$ cat config.mk
export PLATFORM = sky130hd
export DESIGN_NAME = fb_strip_writer
export DESIGN_NICKNAME = d
export VERILOG_FILES = /design/src/rtl/fb_strip_writer.sv
export SDC_FILE = /design/constraint.sdc
export NUM_CORES = 1
export LEC_CHECK = 0
export ABC_AREA = 1
export CORE_AREA = 4 4 92 94
export CTS_BUF_LIST = sky130_fd_sc_hd__clkbuf_16
export DETAILED_ROUTE_END_ITERATION = 8
export DIE_AREA = 0 0 96 98
export DONT_BUFFER_PORTS = 1
export HOLD_SLACK_MARGIN = 0.1
export PLACE_DENSITY_LB_ADDON = 0.1
export SLEW_MARGIN = 0
export SYNTH_ARGS = -nofsm -noshare
export SYNTH_HDL_FRONTEND = slang
export SYNTH_SLANG_ARGS = --single-unit
$ cat constraint.sdc
create_clock -name wclk -period 1.6 [get_ports wclk]
set_clock_uncertainty 0.05 [all_clocks]
set_input_delay 0.32 -clock wclk [delete_from_list [all_inputs] [get_ports wclk]]
set_output_delay 0.32 -clock wclk [all_outputs]
set_load 0.02 [all_outputs]
$ cat src/rtl/fb_strip_writer.sv
// Write-side producer for the ping-pong strip frame buffer: RGB888 stream in, RGB565 strips out,
// with one credit per strip buffer returned by the read side through a toggle synchroniser.
module fb_strip_writer #(
    parameter int unsigned COLS           = 240,
    parameter int unsigned ROWS_PER_STRIP = 8,
    parameter int unsigned STRIPS         = 40,
    parameter int unsigned NUM_BUFS       = 2
) (
    input  logic        wclk,
    input  logic        reset_n,
    input  logic        frame_start,
    input  logic        in_valid,
    input  logic [23:0] in_data,
    output logic        in_ready,
    input  logic        rd_done_tgl,
    output logic        rgb_en,
    output logic [15:0] rgb_data,
    output logic [7:0]  col_cnt,
    output logic [7:0]  row_cnt,
    output logic [5:0]  strip_cnt,
    output logic        strip_done,
    output logic        frame_done,
    output logic        busy,
    output logic        credit_err
);

    localparam int unsigned STRIP_PIXELS = COLS * ROWS_PER_STRIP;
    localparam int unsigned PIX_W        = $clog2(STRIP_PIXELS);
    localparam int unsigned CRED_W       = $clog2(NUM_BUFS + 1);

    typedef enum logic [2:0] {
        StIdle,
        StWaitCred,
        StStream,
        StStripEnd,
        StFrameEnd
    } state_e;

    state_e             r_state, w_state_d;
    logic               r_tgl_s1, r_tgl_s2, r_tgl_s3;
    logic [CRED_W-1:0]  r_credits;
    logic               r_credit_err;
    logic [PIX_W-1:0]   r_pix;
    logic [7:0]         r_col, r_row;
    logic [5:0]         r_strip;
    logic               r_rgb_en, r_strip_done, r_frame_done;
    logic [15:0]        r_rgb_data;
    logic [7:0]         r_col_o, r_row_o;
    logic [5:0]         r_strip_o;

    logic w_in_ready, w_accept, w_ret, w_consume, w_last_pix, w_last_col, w_last_strip;
    logic w_unused;

    assign w_in_ready   = (r_state == StStream);
    assign w_accept     = in_valid && w_in_ready;
    assign w_ret        = r_tgl_s2 ^ r_tgl_s3;
    assign w_consume    = (r_state == StWaitCred) && (r_credits != '0);
    assign w_last_pix   = (r_pix == PIX_W'(STRIP_PIXELS - 1));
    assign w_last_col   = (r_col == 8'(COLS - 1));
    assign w_last_strip = (r_strip == 6'(STRIPS - 1));
    assign w_unused     = ^{in_data[18:16], in_data[9:8], in_data[2:0]};

    always_ff @(posedge wclk or negedge reset_n) begin
        if (!reset_n) begin
            r_tgl_s1     <= 1'b0;
            r_tgl_s2     <= 1'b0;
            r_tgl_s3     <= 1'b0;
            r_credits    <= CRED_W'(NUM_BUFS);
            r_credit_err <= 1'b0;
        end else begin
            r_tgl_s1 <= rd_done_tgl;
            r_tgl_s2 <= r_tgl_s1;
            r_tgl_s3 <= r_tgl_s2;
            // A return coinciding with a consume nets to zero and cannot overflow.
            if (w_ret && !w_consume) begin
                if (r_credits == CRED_W'(NUM_BUFS)) begin
                    r_credit_err <= 1'b1;
                end else begin
                    r_credits <= r_credits + 1'b1;
                end
            end else if (!w_ret && w_consume) begin
                r_credits <= r_credits - 1'b1;
            end
        end
    end

    always_ff @(posedge wclk or negedge reset_n) begin
        if (!reset_n) begin
            r_state <= StIdle;
        end else begin
            r_state <= w_state_d;
        end
    end

    always_comb begin
        w_state_d = r_state;
        unique case (r_state)
            StIdle:     if (frame_start) w_state_d = StWaitCred;
            StWaitCred: if (r_credits != '0) w_state_d = StStream;
            StStream:   if (w_accept && w_last_pix) w_state_d = StStripEnd;
            StStripEnd: w_state_d = w_last_strip ? StFrameEnd : StWaitCred;
            StFrameEnd: w_state_d = StIdle;
            default:    w_state_d = StIdle;
        endcase
    end

    always_ff @(posedge wclk or negedge reset_n) begin
        if (!reset_n) begin
            r_pix   <= '0;
            r_col   <= '0;
            r_row   <= '0;
            r_strip <= '0;
        end else begin
            unique case (r_state)
                StIdle: begin
                    if (frame_start) begin
                        r_pix   <= '0;
                        r_col   <= '0;
                        r_row   <= '0;
                        r_strip <= '0;
                    end
                end
                StStream: begin
                    if (w_accept) begin
                        r_pix <= w_last_pix ? '0 : r_pix + 1'b1;
                        if (w_last_col) begin
                            r_col <= '0;
                            r_row <= r_row + 1'b1;
                        end else begin
                            r_col <= r_col + 1'b1;
                        end
                    end
                end
                StStripEnd: begin
                    if (!w_last_strip) begin
                        r_strip <= r_strip + 1'b1;
                        r_row   <= '0;
                        r_col   <= '0;
                        r_pix   <= '0;
                    end
                end
                default: ;
            endcase
        end
    end

    // Word, position and strobe are registered together; done pulses land after the last strobe.
    always_ff @(posedge wclk or negedge reset_n) begin
        if (!reset_n) begin
            r_rgb_en     <= 1'b0;
            r_rgb_data   <= '0;
            r_col_o      <= '0;
            r_row_o      <= '0;
            r_strip_o    <= '0;
            r_strip_done <= 1'b0;
            r_frame_done <= 1'b0;
        end else begin
            r_rgb_en     <= w_accept;
            r_strip_done <= (r_state == StStripEnd);
            r_frame_done <= (r_state == StFrameEnd);
            if (w_accept) begin
                r_rgb_data <= {in_data[23:19], in_data[15:10], in_data[7:3]};
                r_col_o    <= r_col;
                r_row_o    <= r_row;
                r_strip_o  <= r_strip;
            end
        end
    end

    assign in_ready   = w_in_ready;
    assign rgb_en     = r_rgb_en;
    assign rgb_data   = r_rgb_data;
    assign col_cnt    = r_col_o;
    assign row_cnt    = r_row_o;
    assign strip_cnt  = r_strip_o;
    assign strip_done = r_strip_done;
    assign frame_done = r_frame_done;
    assign busy       = (r_state != StIdle);
    assign credit_err = r_credit_err;

endmodule

After elaboration in Yosys (flattened, before gate mapping)
Cells that the tools add are included.

Register bits after elaboration: 83. Latch bits: 0. Memory bits (writable): 0. Memory bits (read-only): 0. Bits of input ports: 29. Output and inout bits: 44. Logic and storage cells: 82. Memories: 0.

Add/sub/neg operators: 6. $mul: 0. Divide/modulo/power cells: 0. $lt $le $gt $ge: 0. Equal/unequal tests: 15. Shift operators: 0. Muxes and demuxes: 24. Bitwise operators: 1. Reduce and logical (&&, ||, !) cells: 19.

Operators with widths (count): $mux 8 (6); $pmux 8 s3 (2); $mux 11 (4); $pmux 11 s3 (1); $add 8x1->8 const B (2); $mux 3 (4); $mux 6 (2); $pmux 3 s4 (1); $pmux 6 s2 (1); $add 11x1->11 const B (1); $eq 11x11->1 const B (1); $eq 8x8->1 const B (1); $ne 2x1->1 const B (4); $add 6x1->6 const B (1); $eq 3x2->1 const B (2); $eq 6x6->1 const B (1); $mux 2 (3); $ne 2x2->1 const B (3); $reduce_and 3->1 (2); $reduce_bool 2->1 (3); $reduce_bool 3->1 (2); $logic_and 1x1->1 (5); $reduce_and 5->1 (1); $reduce_and 2->1 (2); other kinds (9) (10).

Logic depth before layout (Yosys ltp)
Gate-level depths: netlist of the first run.

Depth in word-level cells: 6. Depth in mapped cells: 11. Gate-level depth less buffers: 10.

Worst setup path after synthesis of the first run
Ideal clock, no wire load.

Kind: register -> register. From: register r_strip[0]. To: register r_pix[4]. Setup time: 0.118 ns. Arrival time: 1.442 ns. Required time: 1.432 ns. Setup slack: -0.010 ns. Cell stages (with the launch flop): 12. Path buffers: 2. Clock period less this slack: 1.610 ns. Path through: dfrtp_1 > ha_1 > nand2_1 > nor2_1 > nand2_1 > nor2_4 > nor2_2 > buf_6 > inv_6 > buf_8 > nand2_1 > o21ai_2.

Word-level cells in the longest chain between the ends: 3.

RTL lines: from (decl) (line 45) `logic [5:0] r_strip;`; from (signal assigned) (line 136) `r_strip <= r_strip + 1'b1;`; $eq 6x6->1 (line 60) `assign w_last_strip = (r_strip == 6'(STRIPS - 1));`; $ne 2x2->1 (no line); $reduce_and 4->1 (no line); to (signal assigned) (line 125) `r_pix <= w_last_pix ? '0 : r_pix + 1'b1;`; to (decl) (line 43) `logic [PIX_W-1:0] r_pix;`.

Every way passes these cells. A chain may end at the register's enable or synchronous reset.

Final worst setup path of the first run
From: register r_strip[0]. To: register r_row[5].

Word-level cells in the longest chain between the ends: 3.

RTL lines: $eq 6x6->1 (line 60); $ne 2x2->1 (no line); $reduce_and 5->1 (no line); to (signal assigned) (line 128) `r_row <= r_row + 1'b1;`; to (decl) (line 44) `logic [7:0] r_col, r_row;`.

Every way passes these cells.

==> impl_metrics.py, run 1 <==
metrics = {
    "final_layout": {
        "syn_to_final_growth_pct": 29.90,
        "nNetsFinal": 580,
        "final_common_cell": "nand2_1",
        "multi_input_comb_area_sq_um": 1754,
        "layout_common_cells": "160 x nand2_1, 81 x dfrtp_1, 46 x inv_1",
        "ff_latch_area_sq_um": 2079,
        "antennaDiodeCount": 0,
        "drive_above_1_share": 0.2396,
        "nFillCells": 618,
    },
    "placement": {
        "portBuffers": 0,
        "dp_hpwl_um": 5686,
        "place_congestion": 0.8208,
        "pre_cts_ws_ns": -0.08651,
    },
    "yosys": {
        "syn_area_sq_um": 3959,
        "synth.distinct_cells": 34,
        "yosys-top-cells-area": "dfrtp_1 52%, nand2_1 16%, nand3_1 4.9%",
        "syn_inst": 484,
        "synth_top_area_frac": 0.5183,
        "yosysTopAreaCell": "dfrtp_1",
        "ys_ff_latch": 83,
        "synth_warnings": 0,
        "avgSynthCellArea_sq_um": 8.179,
        "syn_nets": 517,
        "yosysSeqAreaShare": 0.5250,
    },
    "power": {
        "switching_share": 0.3802,
        "p_leak_nw": 2.538,
        "p_int_mw": 5.421,
        "ir_drop_uv": 1206,
        "p_per_area_nw_per_um2": 1701,
        "p_comb_frac": 0.359,
        "p_seq_frac": 0.373,
        "power_frac_clock": 0.268,
        "p_sw_mw": 3.325,
        "finalPower_mw": 8.746,
    },
    "grt": {
        "grt_busiest_layer": "met2",
        "grt_max_degree": 84,
        "antenna_found_initial": 0,
        "grt_overflow": 0,
        "use_met2": 0.3436,
        "met3_usage": 0.05162,
        "grt.total_usage": 0.2007,
        "grt_pass1_vias": 3341,
        "use_met1": 0.2390,
        "grt_pass1_wl_um": 15040,
    },
    "die": {
        "placementRows": 32,
        "ios": 73,
        "start_util": 0.5177,
        "core_sq_um": 7647,
        "dieArea_sq_um": 9408,
        "fp.dieW_um": 96,
        "die-height_um": 98,
    },
    "sta": {
        "worst_hold_slack_ns": -0.3711,
        "drv_slew": 0,
        "fin_crit_sh": 1.020,
        "fin_crit_ns": 1.632,
        "hold_viol": 83,
        "max_freq_mhz": 612.7,
        "finalSetupViolations": 26,
        "tns_ns": -0.3824,
        "fin_ws_ns": -0.03205,
        "rsz0062_at_grt": "true",
        "relSlewSlack": 0.8162,
        "worst_pin_slew_ns": 0.2737,
    },
    "outcome": {
        "outcome": "complete, but fails checks",
        "violations": "hold timing, setup timing",
    },
    "critical_path": {
        "cp-end-kind": "register",
        "max_stage_delay_ns": 0.38,
        "critical_path_class": "reg -> reg",
        "crit_slowest_cell": "dfrtp_1",
        "crit_buf_inv": 1,
        "cp.arrival_ns": 1.80,
        "worstPathCellList": "ha_2, nand2_2, nor2_1, nand2_1, nor2_4, nor2_4, buf_12, nand2_8, nand2_2, o21ai_2",
        "worstSetupStartpointType": "register",
        "crit_family": "simple AND/OR/NAND/NOR gates",
        "cp_max_fo": 8,
        "timing.critical_path.required_ns": 1.77,
    },
    "detailed_routing": {
        "via_count": 3314,
        "drt_iter0_markers": 118,
        "drt_wl_total_um": 9041,
        "avgViaCountPerCell": 5.075,
        "drc_errors": 0,
        "final_antenna_net_count": 0,
        "firstDrtPassIters": 5,
        "wl_per_cell_um": 13.85,
    },
    "clock_tree": {
        "cts.clk_slew.worst_paths_ns": 0.06,
        "numCtsBuffers": 9,
        "clock_latency_ns": 0.33,
        "cts_sinks": 83,
        "htree_levels": 3,
        "clk_path_buf_depth": 2,
        "clockRootBuffer": "clkbuf_16",
        "cts_tree": "done",
        "ctsHoldBuffers": 17,
    },
    "run": {
        "drv_cap": 0,
    },
    "worst_hold_path": {
        "hold_path.class": "in -> async",
    },
}
-- worst register-to-register path, delay by kind of cell, from the launching register on --
kind,cells,cell delay (ns)
flip-flops,1,0.38
buffers and inverters,1,0.16
AND/OR/NAND/NOR,7,0.68
adder cells (fa/ha/maj),1,0.20
AO/OA/AOI/OAI,1,0.05
-- power by group through the flow --
stage	registers, mW	clock network (mW)	logic [mW]
after global placement	3.27	0	2.12
after detailed placement	3.28	0	2.18
final	3.26	2.35	3.14
after floorplan	3.21	0	1.65
after CTS	3.25	2.40	2.93
after global routing	3.32	2.52	3.46
-- path summary, 6_finish.rpt --
path | start | to | slack (ns) | cells past startpoint
worst max-delay path | r_strip[0]$_DFFE_PN0P_ | r_row[5]$_DFFE_PN0P_ | -0.03 | 10
worst min-delay path | reset_n | credit_err$_DFFE_PN0P_ | -0.37 | 0
worst max register to register | r_strip[0]$_DFFE_PN0P_ | r_row[5]$_DFFE_PN0P_ | -0.03 | 10
worst min register to register | r_tgl_s1$_DFF_PN0_ | r_tgl_s2$_DFF_PN0_ | 0.31 | 0
max in group asynchronous | reset_n | r_credits[1]$_DFFE_PN1P_ | 1.70 | 0
min in group wclk | r_tgl_s1$_DFF_PN0_ | r_tgl_s2$_DFF_PN0_ | 0.31 | 0
-- through the flow --
step	utilization	area (sq um)	instances
2_1_floorplan	-	3964	484
3_3_place_gp	0.5569	4259	605
3_5_place_dp	0.5569	4259	605
4_1_cts	0.6527	4991	650
5_1_grt	0.6724	5142	653
6_report	0.6724	5142	653
-- Yosys cell counts --
library cell,n
buf_6,3
inv_6,1
buf_2,6
o21ai_2,13
nor3_1,2
a21boi_0,1
nand2_2,4
xor2_1,4
ha_1,4
nor2_4,2
nor3b_1,1
a21oi_1,2
o22ai_1,1
nand4_1,9
dfrtp_1,82
nor2_2,2
nor2_1,34
xnor2_1,1
and3_1,1
nand3_2,1
o21bai_1,1
o21ai_0,27
o21ai_1,6
dfstp_2,1
clkbuf_1,3
nand2_1,174
a31o_2,1
inv_2,3
inv_1,47
nand3b_1,1
nand3_1,39
buf_4,1
or2_2,4
buf_8,2
-- registers in the layout (all words and copies together) (netlist names), 2 cells and up --
name / flops
strip_cnt: 6
col_cnt: 8
r_strip: 6
r_credits: 2
r_pix: 11
r_col: 8
row_cnt: 8
r_row: 8
r_state: 3
rgb_data: 16
-- kinds of logic (layout without fill, tap and decap cells) --
| family | count (synthesis) | in the layout | synth area share |
|---|---|---|---|
| adder cells (fa/ha/maj) | 4 | 4 | 0.01264 |
| XOR/XNOR | 5 | 5 | 0.01106 |
| flip-flops | 83 | 83 | 0.5250 |
| buffers and inverters | 66 | 132 | 0.07807 |
| AND/OR/NAND/NOR | 274 | 275 | 0.2927 |
| AO/OA/AOI/OAI | 52 | 52 | 0.08060 |
-- timing repair --
action                                  4_1_cts  5_1_grt
endpoints found under the setup margin       26       39
pin swaps                                     9       16
cloned                                        2        1
endpoints found under the hold margin       100       83
buffers inserted                             11        4
gates resized for setup                      23       40
-- per-layer routing --
layer  routed length [um]  share of wire
met1                 3752           0.41
met2                 4654           0.51
met3                  453          0.050
met4                  181          0.020
met5                    0              0
-- area by class of cell --
cell class              count  share of cell area
inverters                  51             0.04063
clock buffers               9             0.04380
well taps                 102             0.02482
multi-input cells         336              0.3411
repair buffers             66              0.1231
flip-flops and latches     83              0.4044
clock inverters             6             0.02214
(Power assumes the default switching activity.)
==> inputs of run 2 (changes only) <==
--- a/config.mk
+++ b/config.mk
@@ -6,10 +6,10 @@
 export NUM_CORES = 1
 export LEC_CHECK = 0
 export ABC_AREA = 1
-export CORE_AREA = 4 4 92 94
+export CORE_AREA = 2 2 90 92
 export CTS_BUF_LIST = sky130_fd_sc_hd__clkbuf_16
 export DETAILED_ROUTE_END_ITERATION = 8
-export DIE_AREA = 0 0 96 98
+export DIE_AREA = 0 0 92 94
 export DONT_BUFFER_PORTS = 1
 export HOLD_SLACK_MARGIN = 0.1
 export PLACE_DENSITY_LB_ADDON = 0.1
==> impl_metrics.py, run 2 (synthesized netlist as in run 1, its figures left out) <==
metrics = {
    "outcome": {
        "outcome": "complete, but fails checks",
        "violations": "hold timing, setup timing",
    },
    "clock_tree": {
        "clock_latency_ns": 0.34,
        "cts_sinks": 83,
        "cts.clk_slew.worst_paths_ns": 0.06,
        "htree_levels": 3,
        "numCtsBuffers": 9,
        "cts_tree": "done",
        "clockRootBuffer": "clkbuf_16",
        "clk_path_buf_depth": 2,
        "ctsHoldBuffers": 17,
    },
    "final_layout": {
        "antennaDiodeCount": 0,
        "ff_latch_area_sq_um": 2079,
        "multi_input_comb_area_sq_um": 1704,
        "nNetsFinal": 577,
        "final_area_sq_um": 5091,
        "layout_common_cells": "156 x nand2_1, 81 x dfrtp_1, 45 x inv_1",
        "drive_above_1_share": 0.2423,
        "nFillCells": 607,
        "utilization": 0.6692,
        "syn_to_final_growth_pct": 28.60,
        "final_common_cell": "nand2_1",
        "finalNonFillerCells": 651,
        "largest_register_ffs": 16,
    },
    "placement": {
        "portBuffers": 0,
        "postPlaceCellArea_sq_um": 4254,
        "place_congestion": 0.8481,
        "pre_cts_ws_ns": -0.07461,
        "dpl.cell_count": 606,
        "dp_hpwl_um": 5478,
    },
    "critical_path": {
        "timing.critical_path.required_ns": 1.23,
        "ff2ff_setup_slack_ns": 0.01,
        "critical_path_class": "reg -> out",
        "cp-end-kind": "output port",
        "cp_max_fo": 5,
        "cp.arrival_ns": 1.25,
        "worstSetupStartpointType": "register",
    },
    "grt": {
        "antenna_found_initial": 0,
        "grt_max_degree": 84,
        "grt_pass1_wl_um": 14080,
        "grt_pass1_vias": 3156,
        "grt.total_usage": 0.2054,
        "grt_overflow": 0,
    },
    "die": {
        "die-height_um": 94,
        "ios": 73,
        "dieArea_sq_um": 8648,
        "start_util": 0.5204,
        "core_sq_um": 7607,
        "fp.dieW_um": 92,
        "placementRows": 32,
    },
    "sta": {
        "drv_slew": 0,
        "fin_ws_ns": -0.02417,
        "fin_crit_sh": 1.015,
        "worst_hold_slack_ns": -0.3742,
        "rsz0062_at_grt": "true",
        "worst_pin_slew_ns": 0.2981,
        "max_freq_mhz": 615.7,
        "fin_crit_ns": 1.624,
        "relSlewSlack": 0.7999,
        "finalSetupViolations": 1,
        "hold_viol": 83,
    },
    "detailed_routing": {
        "drt_wl_total_um": 8435,
        "avgViaCountPerCell": 5.005,
        "firstDrtPassIters": 4,
        "drt_iter0_markers": 78,
        "final_antenna_net_count": 0,
        "via_count": 3258,
        "wl_per_cell_um": 12.96,
        "drc_errors": 0,
    },
    "power": {
        "ir_drop_uv": 1103,
        "p_per_area_nw_per_um2": 1690,
        "p_leak_nw": 2.495,
        "finalPower_mw": 8.603,
    },
    "run": {
        "drv_cap": 0,
    },
    "worst_hold_path": {
        "hold_path.class": "in -> async",
    },
}
==> run 2: changes by cell type in the layout (fill, tap and decap cells not counted), moves of 2 or more <==
| cell | previous run | this run |
|---|---|---|
| nand2_2 | 11 | 20 |
| buf_4 | 40 | 33 |
| buf_6 | 2 | 9 |
| nand2_4 | 7 | 1 |
| nand2_1 | 160 | 156 |
| inv_2 | 3 | 5 |
| nor2_2 | 5 | 7 |
| nor2_4 | 6 | 4 |
| o21ai_1 | 7 | 9 |
==> run 2: per-layer routing <==
metal  vias to the layer above  GRT usage  share of wire  wire [um]
li1                       1657          -              -          -
met1                      1515     0.2597           0.45       3817
met2                        71     0.3438           0.48       4016
met3                        15    0.04735          0.051        427
met4                         0    0.08085          0.021        174
met5                         -          0              0          0
==> run 2: worst max-delay path: stages, from the launching register on <==
cell and delay, ns:
dfrtp_1 0.42, inv_2 0.06, nor2_4 0.14, nand2_4 0.10
clkinv_4 0.07, buf_12 0.12
==> run 2: power by group <==
group,switching [mW],internal (mW),leakage (nW)
logic,1.67,1.31,1.23
registers,0.701,2.55,1.10
clock network,0.845,1.52,0.163
==> run 2: cell type report <==
class | count | area share
inverters | 51 | 0.04178
clock buffers | 9 | 0.04424
well taps | 102 | 0.02507
flip-flops and latches | 83 | 0.4085
clock inverters | 7 | 0.02310
repair buffers | 64 | 0.1226
multi-input cells | 335 | 0.3347
==> run 2: final timing paths <==
path,startpoint,end,cells past startpoint
min in group wclk,r_tgl_s1$_DFF_PN0_,r_tgl_s2$_DFF_PN0_,0
max reg2reg,r_state[1]$_DFFE_PN0P_,r_strip[5]$_DFFE_PN0P_,11
max in group asynchronous,reset_n,r_credits[1]$_DFFE_PN1P_,0
min,reset_n,strip_done$_DFF_PN0_,0
max,r_state[1]$_DFFE_PN0P_,in_ready,5
min reg2reg,r_tgl_s1$_DFF_PN0_,r_tgl_s2$_DFF_PN0_,0
==> run 2: what timing repair did <==
| item | CTS | global route |
|---|---|---|
| endpoints found under the hold margin | 100 | 83 |
| endpoints found under the setup margin | 25 | 40 |
| setup buffers | 0 | 12 |
| gates resized for setup | 8 | 58 |
| pin swaps | 1 | 14 |
| gates cloned | 0 | 1 |
==> run 2: through the flow <==
stage	hold WS (ns)	TNS [ns]
final	-0.3742	-0.02417
after detailed placement	-0.02377	-0.5363
after global placement	-0.02365	-0.3189
after CTS	-0.3830	-0.09194
after global routing	-0.3942	-1.748
after floorplan	-0.02559	0
==> inputs of run 3 (changes only) <==
==> constraint.sdc (replaced) <==
create_clock -name wclk -period 1.6 [get_ports wclk]
set_clock_uncertainty 0.05 [all_clocks]
set_input_delay 0.24 -clock wclk [delete_from_list [all_inputs] [get_ports wclk]]
set_output_delay 0.24 -clock wclk [all_outputs]
set_load 0.02 [all_outputs]
==> impl_metrics.py, run 3 (synthesized netlist as in run 1, its figures left out) <==
metrics = {
    "outcome": {
        "outcome": "complete, but fails checks",
        "violations": "hold timing",
    },
    "clock_tree": {
        "cts.clk_slew.worst_paths_ns": 0.06,
        "cts_sinks": 83,
        "ctsHoldBuffers": 17,
        "cts_tree": "done",
        "clk_path_buf_depth": 2,
        "numCtsBuffers": 9,
        "htree_levels": 3,
        "clockRootBuffer": "clkbuf_16",
        "clock_latency_ns": 0.34,
    },
    "sta": {
        "rsz0062_at_grt": "true",
        "worst_hold_slack_ns": -0.4569,
        "max_freq_mhz": 630.4,
        "relSlewSlack": 0.8023,
        "fin_crit_sh": 0.9915,
        "fin_crit_ns": 1.586,
        "drv_slew": 0,
        "hold_viol": 83,
        "worst_pin_slew_ns": 0.2944,
        "tns_ns": 0,
        "finalSetupViolations": 0,
    },
    "grt": {
        "grt_pass1_wl_um": 14190,
        "antenna_found_initial": 0,
        "grt_overflow": 0,
        "grt_max_degree": 84,
        "grt.total_usage": 0.2063,
        "grt_pass1_vias": 3153,
    },
    "power": {
        "p_per_area_nw_per_um2": 1631,
        "finalPower_mw": 8.155,
        "ir_drop_uv": 1036,
        "p_leak_nw": 2.445,
    },
    "critical_path": {
        "worstPathCellList": "inv_2, nor2_4, nand2_4, inv_6, buf_8",
        "crit_buf_inv": 3,
        "crit_family": "flip-flops",
        "cp.arrival_ns": 1.30,
        "worstSetupStartpointType": "register",
        "cp_max_fo": 7,
        "cp-end-kind": "output port",
        "timing.critical_path.required_ns": 1.31,
        "max_stage_delay_ns": 0.41,
        "crit_slowest_cell": "dfrtp_1",
        "critical_path_class": "reg -> out",
    },
    "final_layout": {
        "syn_to_final_growth_pct": 26.26,
        "utilization": 0.6571,
        "layout_common_cells": "161 x nand2_1, 82 x dfrtp_1, 47 x inv_1",
        "antennaDiodeCount": 0,
        "final_area_sq_um": 4999,
        "final_common_cell": "nand2_1",
        "largest_register_ffs": 16,
        "nNetsFinal": 573,
        "drive_above_1_share": 0.2330,
    },
    "die": {
        "fp.dieW_um": 92,
        "ios": 73,
        "start_util": 0.5204,
        "core_sq_um": 7607,
        "die-height_um": 94,
        "dieArea_sq_um": 8648,
        "placementRows": 32,
    },
    "detailed_routing": {
        "firstDrtPassIters": 4,
        "via_count": 3276,
        "final_antenna_net_count": 0,
        "drt_iter0_markers": 98,
        "avgViaCountPerCell": 5.063,
        "drt_wl_total_um": 8500,
        "drc_errors": 0,
        "wl_per_cell_um": 13.14,
    },
    "placement": {
        "place_congestion": 0.8190,
        "portBuffers": 0,
        "postPlaceCellArea_sq_um": 4247,
        "dp_hpwl_um": 5513,
    },
    "run": {
        "drv_cap": 0,
    },
    "worst_hold_path": {
        "hold_path.class": "in -> async",
    },
}
-- run 3: cell type report --
| type | count | area (sq um) |
|---|---|---|
| multi-input cells | 335 | 1728 |
| repair inverters | 1 | 11.26 |
| clock buffers | 9 | 225.2 |
| repair buffers | 59 | 535.5 |
| inverters | 51 | 222.7 |
| well taps | 102 | 127.6 |
| flip-flops and latches | 83 | 2078 |
| clock inverters | 7 | 70.07 |
| fillers | 621 | 2609 |
-- run 3: worst reg2reg max path, delay by kind of cell, from the launching register on --
family	cells	cell delay (ns)
and+or+nand+nor	6	0.50
AOI/OAI and AO/OA	1	0.08
buffers and inverters	2	0.29
adders and majority gates	1	0.19
DFF	1	0.36
-- run 3: path summary, 6_finish.rpt --
path                                             start                        to  slack [ns]  cells past startpoint
worst max-delay path            r_state[1]$_DFFE_PN0P_                  in_ready        0.01                      5
worst min-delay path                           reset_n  strip_cnt[2]$_DFFE_PN0N_       -0.46                      0
worst max register to register  r_strip[1]$_DFFE_PN0P_    r_strip[5]$_DFFE_PN0P_        0.02                     10
worst min register to register      r_tgl_s1$_DFF_PN0_        r_tgl_s2$_DFF_PN0_        0.30                      0
max in group asynchronous                      reset_n  r_credits[1]$_DFFE_PN1P_        1.77                      0
min in group wclk                          frame_start    r_state[1]$_DFFE_PN0P_        0.22                      4
-- run 3: what timing repair did --
| item | in CTS | in global routing |
|---|---|---|
| hold endpoints to repair | 100 | 83 |
| gates cloned | 0 | 1 |
| buffers inserted | 2 | 6 |
| setup endpoints to repair | 11 | 37 |
| resized for setup | 7 | 59 |
| pin swaps | 2 | 15 |
-- run 3: where the power goes --
group / switching, mW / internal (mW) / total, mW / leakage [nW]
sequential: 0.697 / 2.55 / 3.25 / 1.11
combinational: 1.72 / 1.15 / 2.87 / 1.20
clock: 0.833 / 1.20 / 2.04 / 0.139
-- run 3: through the flow --
| stage | cells | setup slack [ns] |
|---|---|---|
| after floorplan | 484 | 0.01228 |
| after global placement | 605 | -0.04527 |
| after detailed placement | 605 | -0.06306 |
| after CTS | 640 | 0.003467 |
| after global routing | 647 | -0.09521 |
| final | 647 | 0.01365 |
-- run 3: metal layers --
layer | vias to the layer above | share of wire | global-route usage
met4 | 0 | 0.016 | 0.08209
met5 | - | 0 | 0
met1 | 1549 | 0.45 | 0.2611
li1 | 1645 | - | -
met3 | 13 | 0.048 | 0.04815
met2 | 69 | 0.49 | 0.3444
